## config.mk

```make
export PLATFORM = sky130hd
export DESIGN_NAME = nibble_serial_sub_flat
export DESIGN_NICKNAME = d
export VERILOG_FILES = /design/src/rtl/nibble_serial_sub_if.sv /design/src/rtl/nibble_serial_sub.sv /design/src/flat_wrapper.sv
export SDC_FILE = /design/constraint.sdc
export NUM_CORES = 1
export LEC_CHECK = 0
export CAP_MARGIN = 25
export CORE_MARGIN = 2
export CORE_UTILIZATION = 48
export CTS_CLUSTER_DIAMETER = 120
export DETAILED_ROUTE_END_ITERATION = 6
export PLACE_DENSITY_LB_ADDON = 0.1
export SLEW_MARGIN = 20
export SYNTH_ARGS = -nofsm -noshare
export SYNTH_HDL_FRONTEND = slang
export SYNTH_SLANG_ARGS = --single-unit
export TNS_END_PERCENT = 100
```

## constraint.sdc

```tcl
create_clock -name clk -period 3.1 [get_ports clk]
set_clock_uncertainty 0.15 [all_clocks]
set_input_delay 0.62 -clock clk [delete_from_list [all_inputs] [get_ports clk]]
set_output_delay 0.62 -clock clk [all_outputs]
set_load 0.005 [all_outputs]
```

## src/rtl/nibble_serial_sub_if.sv

```systemverilog
// nibble_serial_sub_if: request/result bundle for the digit-serial subtractor.
//   start, a, b, bin         : operation request and operands (driven by the controller)
//   busy, done, diff, bout,
//   zero, ovf                : status and registered result (driven by the subtractor)
// Modports: master = controller side, slave = subtractor side.
interface nibble_serial_sub_if #(
  parameter int NIBBLES = 4
);
  localparam int W = 4 * NIBBLES;

  logic         start;
  logic [W-1:0] a;
  logic [W-1:0] b;
  logic         bin;
  logic         busy;
  logic         done;
  logic [W-1:0] diff;
  logic         bout;
  logic         zero;
  logic         ovf;

  modport master (
    output start, a, b, bin,
    input  busy, done, diff, bout, zero, ovf
  );

  modport slave (
    input  start, a, b, bin,
    output busy, done, diff, bout, zero, ovf
  );
endinterface

```

## src/rtl/nibble_serial_sub.sv

```systemverilog
// nibble_serial_sub: computes a - b - bin one 4-bit nibble per clock, LSB first.
// Each step is a 4-bit carry-lookahead add of a_nib + ~b_nib + carry, where the
// carry between nibbles is the inverted borrow and lives in a register.
// Ports:
//   clk  : rising-edge clock
//   rst  : asynchronous active-high reset
//   bus  : slave side of nibble_serial_sub_if (start/a/b/bin in,
//          busy/done/diff/bout/zero/ovf out, all outputs registered)
module nibble_serial_sub #(
  parameter int NIBBLES = 4
) (
  input logic                clk,
  input logic                rst,
  nibble_serial_sub_if.slave bus
);
  localparam int W     = 4 * NIBBLES;
  localparam int IDX_W = $clog2(NIBBLES);
  localparam logic [IDX_W-1:0] LAST_IDX = IDX_W'(NIBBLES - 1);

  typedef enum logic [0:0] {IDLE = 1'b0, RUN = 1'b1} state_t;

  state_t           state_r;
  state_t           next_state_s;
  logic [W-1:0]     a_r;
  logic [W-1:0]     b_r;
  logic [W-1:0]     work_r;
  logic             carry_r;
  logic [IDX_W-1:0] idx_r;

  logic [3:0]       a_nib_s;
  logic [3:0]       b_nib_s;
  logic [4:0]       sum_s;
  logic [W-1:0]     result_s;
  logic             last_s;

  // 4-bit carry-lookahead adder; returns {carry_out, sum}.
  function automatic logic [4:0] cla4(input logic [3:0] x, input logic [3:0] y,
                                      input logic cin);
    logic [3:0] g;
    logic [3:0] p;
    logic [4:0] c;
    g    = x & y;
    p    = x ^ y;
    c[0] = cin;
    c[1] = g[0] | (p[0] & c[0]);
    c[2] = g[1] | (p[1] & g[0]) | (p[1] & p[0] & c[0]);
    c[3] = g[2] | (p[2] & g[1]) | (p[2] & p[1] & g[0]) | (p[2] & p[1] & p[0] & c[0]);
    c[4] = g[3] | (p[3] & g[2]) | (p[3] & p[2] & g[1]) | (p[3] & p[2] & p[1] & g[0])
         | (p[3] & p[2] & p[1] & p[0] & c[0]);
    return {c[4], p ^ c[3:0]};
  endfunction

  // Current nibble step and the working word with that nibble merged in, so the
  // final step can publish the complete result in the same edge.
  always_comb begin
    a_nib_s  = a_r[{idx_r, 2'b00} +: 4];
    b_nib_s  = b_r[{idx_r, 2'b00} +: 4];
    sum_s    = cla4(a_nib_s, ~b_nib_s, carry_r);
    result_s = work_r;
    result_s[{idx_r, 2'b00} +: 4] = sum_s[3:0];
    last_s   = (idx_r == LAST_IDX);
  end

  // FSM state register.
  always_ff @(posedge clk or posedge rst) begin
    if (rst) begin
      state_r <= IDLE;
    end else begin
      state_r <= next_state_s;
    end
  end

  // FSM next-state logic.
  always_comb begin
    next_state_s = state_r;
    case (state_r)
      IDLE: begin
        if (bus.start) begin
          next_state_s = RUN;
        end else begin
          next_state_s = IDLE;
        end
      end
      RUN: begin
        if (last_s) begin
          next_state_s = IDLE;
        end else begin
          next_state_s = RUN;
        end
      end
      default: next_state_s = IDLE;
    endcase
  end

  // Operand capture, per-nibble datapath and registered result/flags.
  always_ff @(posedge clk or posedge rst) begin
    if (rst) begin
      a_r      <= '0;
      b_r      <= '0;
      work_r   <= '0;
      carry_r  <= 1'b0;
      idx_r    <= '0;
      bus.busy <= 1'b0;
      bus.done <= 1'b0;
      bus.diff <= '0;
      bus.bout <= 1'b0;
      bus.zero <= 1'b0;
      bus.ovf  <= 1'b0;
    end else begin
      case (state_r)
        IDLE: begin
          bus.done <= 1'b0;
          if (bus.start) begin
            a_r      <= bus.a;
            b_r      <= bus.b;
            work_r   <= '0;
            carry_r  <= ~bus.bin;
            idx_r    <= '0;
            bus.busy <= 1'b1;
          end
        end
        RUN: begin
          work_r  <= result_s;
          carry_r <= sum_s[4];
          if (last_s) begin
            idx_r    <= '0;
            bus.diff <= result_s;
            bus.bout <= ~sum_s[4];
            bus.zero <= (result_s == '0);
            // Signed overflow: operands of opposite sign and result sign differs from a.
            bus.ovf  <= (a_r[W-1] != b_r[W-1]) && (result_s[W-1] != a_r[W-1]);
            bus.done <= 1'b1;
            bus.busy <= 1'b0;
          end else begin
            idx_r <= idx_r + IDX_W'(1);
          end
        end
        default: begin
          bus.done <= 1'b0;
          bus.busy <= 1'b0;
        end
      endcase
    end
  end
endmodule
```

## src/flat_wrapper.sv

```systemverilog
// flat-port wrapper written by rule: the top's interface ports become plain ports
module nibble_serial_sub_flat 
#(
  parameter int NIBBLES = 4
)
  (clk, rst, bus_start, bus_a, bus_b, bus_bin, bus_busy, bus_done, bus_diff, bus_bout, bus_zero, bus_ovf);
  nibble_serial_sub_if #(.NIBBLES(NIBBLES)) bus_i ();
  input logic clk;
  input logic rst;
  input wire logic [$bits(bus_i.start)-1:0] bus_start;
  input wire logic [$bits(bus_i.a)-1:0] bus_a;
  input wire logic [$bits(bus_i.b)-1:0] bus_b;
  input wire logic [$bits(bus_i.bin)-1:0] bus_bin;
  output wire logic [$bits(bus_i.busy)-1:0] bus_busy;
  output wire logic [$bits(bus_i.done)-1:0] bus_done;
  output wire logic [$bits(bus_i.diff)-1:0] bus_diff;
  output wire logic [$bits(bus_i.bout)-1:0] bus_bout;
  output wire logic [$bits(bus_i.zero)-1:0] bus_zero;
  output wire logic [$bits(bus_i.ovf)-1:0] bus_ovf;
  assign bus_i.start = bus_start;
  assign bus_i.a = bus_a;
  assign bus_i.b = bus_b;
  assign bus_i.bin = bus_bin;
  assign bus_busy = bus_i.busy;
  assign bus_done = bus_i.done;
  assign bus_diff = bus_i.diff;
  assign bus_bout = bus_i.bout;
  assign bus_zero = bus_i.zero;
  assign bus_ovf = bus_i.ovf;
  nibble_serial_sub #(.NIBBLES(NIBBLES)) u_core (.clk(clk), .rst(rst), .bus(bus_i));
endmodule
```

==> results of run 1 <==
logic make-up (layout without fill, tap and decap cells):
family / count (synthesis) / after routing / share of synthesized area
simple gates: 77 / 77 / 0.115
flops: 73 / 73 / 0.506
mux: 57 / 57 / 0.200
compound gates: 50 / 50 / 0.0932
buf+inv: 31 / 98 / 0.0326
fa+ha+maj: 12 / 12 / 0.0437
xor+xnor: 4 / 4 / 0.00971
cell usage in the layout (no fill, tap or decap), drive strengths merged, types with 2 or more instances in the layout:
master         count
clkbuf             9
nor4               2
clkdlybuf4s50     56
nor2b              4
ha                11
a22o               2
mux2              41
o22ai              2
o41ai              2
nor4b              2
nand3b             2
xnor2              2
buf               11
a22oi              5
mux4               8
a21oi              4
o31ai              3
o21ai             20
inv               15
xor2               2
o21a               2
o31a               2
nor2               8
nand2b            18
dfrtp             73
nor3               5
mux2i              8
bufinv             5
a2111o             2
nand2             27
a21o               2
power by group through the flow:
| stage | clock network, mW | logic (mW) | registers (mW) |
|---|---|---|---|
| CTS | 1.08 | 2.72 | 1.67 |
| detailed placement | 0 | 2.71 | 1.68 |
| finish | 1.06 | 2.73 | 1.66 |
| floorplan | 0 | 1.97 | 1.58 |
| global placement | 0 | 2.64 | 1.68 |
| global route | 1.12 | 3.03 | 1.73 |
final cells by class:
cell class | count | area [um2] | area share
flip-flops and latches | 73 | 1830 | 0.396
multi-input cells | 200 | 1670 | 0.362
repair buffers | 67 | 643 | 0.139
clock inverters | 7 | 166 | 0.0361
clock buffers | 9 | 124 | 0.0269
well taps | 99 | 124 | 0.0269
inverters | 15 | 56.3 | 0.0122
flip-flops by register name, indices dropped and copies added, names as in the netlist, 2 cells and up:
name	flops
u_core.work_r	16
u_core.idx_r	2
u_core.bus.diff	16
u_core.b_r	16
u_core.a_r	16
path summary, 6_finish.rpt:
| kind | depth (start not counted) | endpoint | slack, ns | startpoint |
|---|---|---|---|---|
| worst max register to register | 8 | u_core.bus.zero | 0.14 | u_core.idx_r[1] |
| worst min register to register | 2 | u_core.bus.diff[3] | 0.33 | u_core.bus.diff[3] |
| worst min-delay path | 2 | u_core.bus.diff[3] | 0.33 | u_core.bus.diff[3] |
| min in group asynchronous | 3 | u_core.a_r[8] | 0.51 | rst |
| worst max-delay path | 8 | u_core.bus.zero | 0.14 | u_core.idx_r[1] |
| max in group asynchronous | 3 | u_core.bus.diff[6] | 1.83 | rst |
worst max-delay path, delay by kind of cell (launching register included):
kind                       cells  cell delay (ns)
muxes                          2             0.65
DFF                            1             0.51
AOI/OAI and AO/OA              1             0.23
buffers and inverters          1             0.23
and+or+nand+nor                3             0.45
adders and majority gates      1             0.61
routing by layer:
| layer | GRT usage | vias to the layer above | share of wire |
|---|---|---|---|
| li1 | - | 1210 | - |
| met2 | 0.306 | 57 | 0.49 |
| met4 | 0.0577 | 0 | 0.011 |
| met3 | 0.0434 | 8 | 0.042 |
| met5 | 0 | - | 0 |
| met1 | 0.261 | 1237 | 0.45 |
stage by stage:
step	utilization	std cells	total power, mW	setup slack, ns
after floorplan	-	304	3.54	0.102
after detailed placement	0.595	454	4.39	0.123
after global placement	0.595	454	4.32	0.232
after global routing	0.636	470	5.88	0.00308
after CTS	0.635	470	5.47	0.116
final	0.636	470	5.45	0.143
==> results_dict.tcl, run 1 <==
set metrics [dict create \
    status "finished clean" \
    cts_tree "built" \
    clkTransAtPathRegs_ns 0.08 \
    path_cells "buf_4 > mux4_2 > fa_1 > nor4b_1 > mux2_2 > nor3_1 > nand3_1 > o41ai_2" \
    synth-edff-count 0 \
    fillers 617 \
    post-route-drc-count 0 \
    synth-seq-area-share 0.506 \
    cts_buffers 9 \
    clockBufferDepth 2 \
    crit_fanout 7 \
    ir_drop_mv 0.551 \
    num_rows 31 \
    core-area_mm2 0.00725 \
    die_x_um 90.7 \
    ctsResizeCount 0 \
    syn_area_mm2 0.00361 \
    final-setup-viol-count 0 \
    track_usage 0.191 \
    via_per_inst 5.34 \
    grt_pass1_vias 2530 \
    hold_class "reg -> reg" \
    syn_nets 352 \
    ys_ff_latch 73 \
    clkSinkCount 73 \
    io_pins 57 \
    post-route-min-period_ns 2.96 \
    hold_violations 0 \
    yosysTopAreaCellShare 0.506 \
    grt_max_degree 45 \
    postCtsHoldBufs 0 \
    drt-initial-drc-count 99 \
    postRouteAntennaNets 0 \
    start_util 0.498 \
    ys_types 48 \
    endpoint_kind "flip-flop" \
    required_ns 3.18 \
    post_cts_buffers 0 \
    clkPwrFrac 0.195 \
    nets 414 \
    syn_area_per_cell_um2 11.9 \
    path_class "reg -> reg" \
    wire_per_inst_um 15.3 \
    finalWeightedCongestion 0.821 \
    vias 2512 \
    area_delta_synth_final_pct 27.8 \
    design_area_mm2 0.00461 \
    slowest_delay_ns 0.61 \
    power_frac_seq 0.304 \
    grt_setup_unrepaired "false" \
    drive_gt1_frac 0.221 \
    netlist_instances 304 \
    grt_pass1_wl_mm 12.5 \
    p_comb_frac 0.501 \
    setup_tns_ns 0 \
    ys.flop_type "dfrtp_1" \
    p_int_mw 3.41 \
    antenna_found_initial 0 \
    synth_area_leaders "dfrtp_1, mux2_2, mux4_2, ha_1, nand2b_1" \
    cts_max_level 3 \
    yosys.area.top_type "dfrtp_1" \
    power_density_mw_per_mm2 1180 \
    ys_warn_count 0 \
    fmax_mhz 338 \
    diodes 0 \
    cts_root_buf "clkbuf_8" \
    die_y_um 90.7 \
    fp.dieArea_mm2 0.00823 \
    cp.arrival_ns 3.04 \
    place_area_mm2 0.00432 \
    io_buffers 56 \
    start_kind "flip-flop" \
    hpwl_mm 5.31 \
    relSlewSlack 0.609 \
    slowest_stage "fa_1" \
    period_share 0.954 \
    worst_pin_slew_ns 0.579 \
    first_pass_iters 4 \
    clkLatencyLatePin_ns 0.35 \
    hold_ws_ns 0.332 \
    report.final.slew_viol_count 0 \
    post_synth_most_frequent_cells "dfrtp_1, mux2_2, nand2_1" \
    switching_share 0.374 \
    yosysMostFrequentCell "dfrtp_1" \
    wl_mm 7.19 \
    drv_cap 0 \
    p_leak_nw 1.98 \
    power.switching_mw 2.04 \
    async_reset_ff_frac 1.00 \
    grt-ovfl-total 0 \
]
(Power assumes the default switching activity.)
==> inputs of run 2 (changes only) <==
- CORE_MARGIN: 2 -> unset
==> run 2 against run 1 <==
Combinational power hardly changed. Maximum frequency is 2.8% higher. Die area is 4.4% lower. Critical path depth stayed put. Clock power is 21% lower. Core utilization is 0.48 points lower. Hold slack worse by 0.0041 ns. Critical endpoint unchanged. Largest power group unchanged. Highest routed layer unchanged.
==> results_dict.tcl, run 2 (synthesis gave the netlist of run 1 again) <==
set metrics [dict create \
    drv_cap 0 \
    dp_cells 455 \
    required_ns 3.20 \
    r2r-start "u_core.idx_r[0]" \
    seq_area_mm2 0.00183 \
    via_per_inst 5.35 \
    period_share 0.928 \
    place_area_mm2 0.00434 \
    worst-path-buf-inv 1 \
    core-area_mm2 0.00725 \
    final_cell_mix "dfrtp_1, clkdlybuf4s50_1, mux2_2" \
    nets 415 \
    die_x_um 88.7 \
    grt_max_degree 38 \
    slowest_delay_ns 0.57 \
    io_pins 57 \
    power_density_mw_per_mm2 1150 \
    fp.dieArea_mm2 0.00787 \
    clockBufferDepth 2 \
    worst_pin_slew_ns 0.711 \
    status "finished clean" \
    grt-ovfl-total 0 \
    path_class "reg -> reg" \
    io_buffers 56 \
    cts_tree "built" \
    vias 2518 \
    p_leak_nw 1.97 \
    relSlewSlack 0.526 \
    cts_buffers 9 \
    setup_tns_ns 0 \
    postRouteAntennaNets 0 \
    final-setup-viol-count 0 \
    path_cells "mux4_2 > inv_1 > ha_1 > a211oi_1 > o21a_1 > o31a_1 > nand3_1 > o41ai_2" \
    first_pass_iters 4 \
    diodes 0 \
    start_util 0.498 \
    multi_input_area_mm2 0.00168 \
    slowest_stage "mux4_2" \
    post-route-min-period_ns 2.88 \
    num_rows 31 \
    fin_cells 471 \
    min_from "u_core.bus.diff[2]" \
    endpoint_kind "flip-flop" \
    min_to "u_core.bus.diff[2]" \
    grt_pass1_vias 2596 \
    antenna_found_initial 0 \
    area_delta_synth_final_pct 26.8 \
    drive_gt1_frac 0.228 \
    finalWeightedCongestion 0.814 \
    clkLatencyLatePin_ns 0.35 \
    crit_fanout 5 \
    track_usage 0.212 \
    wire_per_inst_um 15.5 \
    hold_ws_ns 0.327 \
    critPathTopFamily "compound AO/OA/AOI/OAI gates" \
    report.final.slew_viol_count 0 \
    rrSetupSlack_ns 0.22 \
    fin_ws_ns 0.224 \
    final_common_cell "dfrtp_1" \
    hold_class "reg -> reg" \
    post-route-drc-count 0 \
    ir_drop_mv 0.562 \
    clkSinkCount 73 \
    hold_depth 2 \
    ff2ff_path_depth 8 \
    fillers 602 \
    clkTransAtPathRegs_ns 0.08 \
    cp.arrival_ns 2.97 \
    fmax_mhz 348 \
    cts_root_buf "clkbuf_8" \
    place_ws_ns 0.113 \
    grt_pass1_wl_mm 12.5 \
    cts_max_level 3 \
    wl_mm 7.29 \
    design_area_mm2 0.00458 \
    post_cts_buffers 0 \
    hold_violations 0 \
    die_y_um 88.7 \
    r2r_end "u_core.bus.zero" \
    start_kind "flip-flop" \
    hpwl_mm 5.33 \
    drt-initial-drc-count 78 \
]
## run 2: cell types whose count changed in the layout (fill, tap and decap cells not counted), sizes merged
cell    before  now
buf         11   12
bufinv       5    2
clkbuf       9   11
clkinv       1    2
## run 2: cell type report
cell class,instances,share of cell area
clock buffer,11,0.0331
clock inverter,5,0.0169
inverter,15,0.0123
multi-input combinational,200,0.366
sequential,73,0.399
tap,99,0.0271
timing repair buffer,68,0.145
## run 2: timing repair
item,in CTS,in global routing
setup endpoints to repair,0,4
gates resized for setup,0,3
hold buffers,0,0
## run 2: per-stage QoR
step           utilization  total power, mW
2_1_floorplan            -             3.54
3_3_place_gp         0.598             4.33
3_5_place_dp         0.598             4.39
4_1_cts              0.630             5.25
5_1_grt              0.631             5.66
6_report             0.631             5.25
## run 2: layer usage
metal / global-route usage / vias up / share of wire
li1: - / 1209 / -
met4: 0.0894 / 0 / 0.019
met3: 0.0420 / 13 / 0.029
met2: 0.343 / 47 / 0.49
met5: 0 / - / 0
met1: 0.278 / 1249 / 0.46
## run 2: worst max path at each step
stage / slack [ns] / from / depth (start not counted) / endpoint
floorplan: 0.10 / u_core.idx_r[1] / 8 / u_core.bus.ovf
global placement: 0.25 / u_core.idx_r[1] / 7 / u_core.bus.ovf
detailed placement: 0.11 / u_core.idx_r[1] / 7 / u_core.bus.ovf
CTS: 0.1 / u_core.idx_r[1] / 7 / u_core.bus.ovf
global route: -0.01 / u_core.idx_r[0] / 8 / u_core.bus.zero
finish: 0.22 / u_core.idx_r[0] / 8 / u_core.bus.zero
## run 2: report_power, final
group	internal, mW	leakage, nW	switching [mW]
Clock	0.494	0.115	0.347
Sequential	1.38	0.924	0.310
Combinational	1.34	0.927	1.38
Total	3.21	1.97	2.03
## run 2: worst min-delay path, stage by stage, from the launching register on
cell	delay, ns
dfrtp_1	0.35
nand2_1	0.04
o21ai_0	0.06
==> inputs of run 3 (changes only) <==
- CORE_ASPECT_RATIO: unset -> 1.75
- CTS_CLUSTER_DIAMETER: 120 -> 50
- SKIP_LAST_GASP: unset -> 1
==> run 3 against run 2 <==
Maximum frequency rose by 0.60%. First-iteration DRC count rose by 90%. Clock-buffer cell count rose by 3. Hold slack got worse by 0.0035 ns. Power rose by 4.4%. Die area rose by 0.18%. Sequential power barely moved. Global-route usage rose by 1.7 points. Final cell count fell by 2.8%. Core utilization rose by 1.2 points. Clock power rose by 26%. Critical endpoint is now u_core.bus.ovf. Highest routed layer unchanged.
==> results_dict.tcl, run 3 (synthesis gave the netlist of run 1 again) <==
set metrics [dict create \
    status "finished clean" \
    start_util 0.499 \
    period_share 0.922 \
    postRouteAntennaNets 0 \
    crit_fanout 5 \
    drv_cap 0 \
    antenna_found_initial 0 \
    cts_buffers 9 \
    place_ws_ns 0.0812 \
    min_from "u_core.bus.diff[8]" \
    path_class "reg -> reg" \
    report.final.slew_viol_count 0 \
    rrSetupSlack_ns 0.24 \
    p_leak_nw 2.01 \
    clkTransAtPathRegs_ns 0.06 \
    final_cell_mix "dfrtp_1, clkdlybuf4s50_1, mux2_2" \
    p_int_mw 3.41 \
    grt_pass1_vias 2578 \
    ir_drop_mv 0.491 \
    hpwl_mm 5.72 \
    p_comb_frac 0.498 \
    core-area_mm2 0.00723 \
    relSlewSlack 0.549 \
    post-route-util 0.643 \
    nets 415 \
    r2r-start "u_core.idx_r[0]" \
    area_delta_synth_final_pct 28.9 \
    hold_depth 2 \
    drive_gt1_frac 0.220 \
    post-route-drc-count 0 \
    io_buffers 56 \
    num_rows 41 \
    power.switching_mw 2.07 \
    finalWeightedCongestion 0.859 \
    post_cts_buffers 0 \
    r2r_end "u_core.bus.ovf" \
    clkLatencyLatePin_ns 0.33 \
    final_common_cell "dfrtp_1" \
    grt_setup_unrepaired "false" \
    power_frac_seq 0.308 \
    cts_root_buf "clkbuf_16" \
    required_ns 3.20 \
    postCtsHoldBufs 0 \
    ff2ff_path_depth 8 \
    fmax_mhz 350 \
    vias 2509 \
    grt-ovfl-total 0 \
    die_y_um 117 \
    min_to "u_core.bus.diff[8]" \
    grt_pass1_wl_mm 13.0 \
    cp.arrival_ns 2.96 \
    endpoint_kind "flip-flop" \
    hold_ws_ns 0.324 \
    worst_pin_slew_ns 0.670 \
    clkPwrFrac 0.193 \
    fillers 587 \
    final-setup-viol-count 0 \
    power_density_mw_per_mm2 1180 \
    clkSinkCount 73 \
    die_x_um 67.6 \
    switching_share 0.378 \
    cts_max_level 3 \
    hold_class "reg -> reg" \
    fin_ws_ns 0.241 \
    hold_violations 0 \
    first_pass_iters 4 \
    cts_tree "built" \
    clockBufferDepth 2 \
    start_kind "flip-flop" \
    io_pins 57 \
    setup_tns_ns 0 \
    via_per_inst 5.48 \
    grt_max_degree 54 \
    drt-initial-drc-count 148 \
    wl_mm 7.75 \
    post-route-min-period_ns 2.86 \
    fp.dieArea_mm2 0.00789 \
    wire_per_inst_um 16.9 \
    diodes 0 \
    track_usage 0.228 \
]
[run 3: cell types whose count changed in the layout (fill, tap and decap cells not counted), sizes merged]
cell	before	now
clkbuf	11	14
bufinv	2	1
clkinv	2	1
clkinvlp	1	0
[run 3: final cells by class]
class	count	area, um2	area share
clock buffer	14	274	0.0589
multi-input combinational	200	1680	0.360
timing repair buffer	68	676	0.145
sequential	73	1830	0.393
tap	86	108	0.0231
inverter	15	56.3	0.0121
clock inverter	2	35.0	0.00753
[run 3: how the worst max path moves through the flow]
stage                          from         endpoint  slack (ns)  depth (start not counted)
global placement    u_core.idx_r[1]  u_core.bus.zero        0.12                          8
CTS                 u_core.idx_r[1]  u_core.bus.zero        0.06                          8
global route        u_core.idx_r[0]  u_core.bus.zero        0.03                          8
floorplan           u_core.idx_r[1]   u_core.bus.ovf        0.10                          8
finish              u_core.idx_r[0]   u_core.bus.ovf        0.24                          8
detailed placement  u_core.idx_r[1]  u_core.bus.zero        0.08                          8
[run 3: power groups by stage]
stage | clock network (mW) | registers, mW | logic, mW
2_1_floorplan | 0 | 1.58 | 1.97
3_3_place_gp | 0 | 1.70 | 2.66
3_5_place_dp | 0 | 1.70 | 2.73
4_1_cts | 1.08 | 1.69 | 2.74
5_1_grt | 1.12 | 1.75 | 3.04
6_report | 1.06 | 1.69 | 2.73
[run 3: worst max-delay path: stages (launching register included)]
cell	delay, ns
dfrtp_1	0.46
mux4_2	0.56
inv_1	0.12
ha_1	0.26
a41oi_1	0.22
o21ai_1	0.18
xor2_1	0.22
a2111o_1	0.43
a31oi_1	0.17
[run 3: routing by layer]
| metal | part of all wire | GRT usage |
|---|---|---|
| met1 | 0.40 | 0.277 |
| met2 | 0.55 | 0.383 |
| met3 | 0.029 | 0.0381 |
| met4 | 0.027 | 0.111 |
| met5 | 0 | 0 |
[run 3: what timing repair did]
item	CTS	global route
hold endpoints to repair	0	0
endpoints found under the setup margin	0	1
resized for setup	0	2
[run 3: metrics by stage]
step	instance area, um2	std cells	power, mW
3_3_place_gp	4330	442	4.36
2_1_floorplan	3610	304	3.54
4_1_cts	4640	458	5.51
3_5_place_dp	4330	442	4.43
6_report	4650	458	5.48
5_1_grt	4650	458	5.92
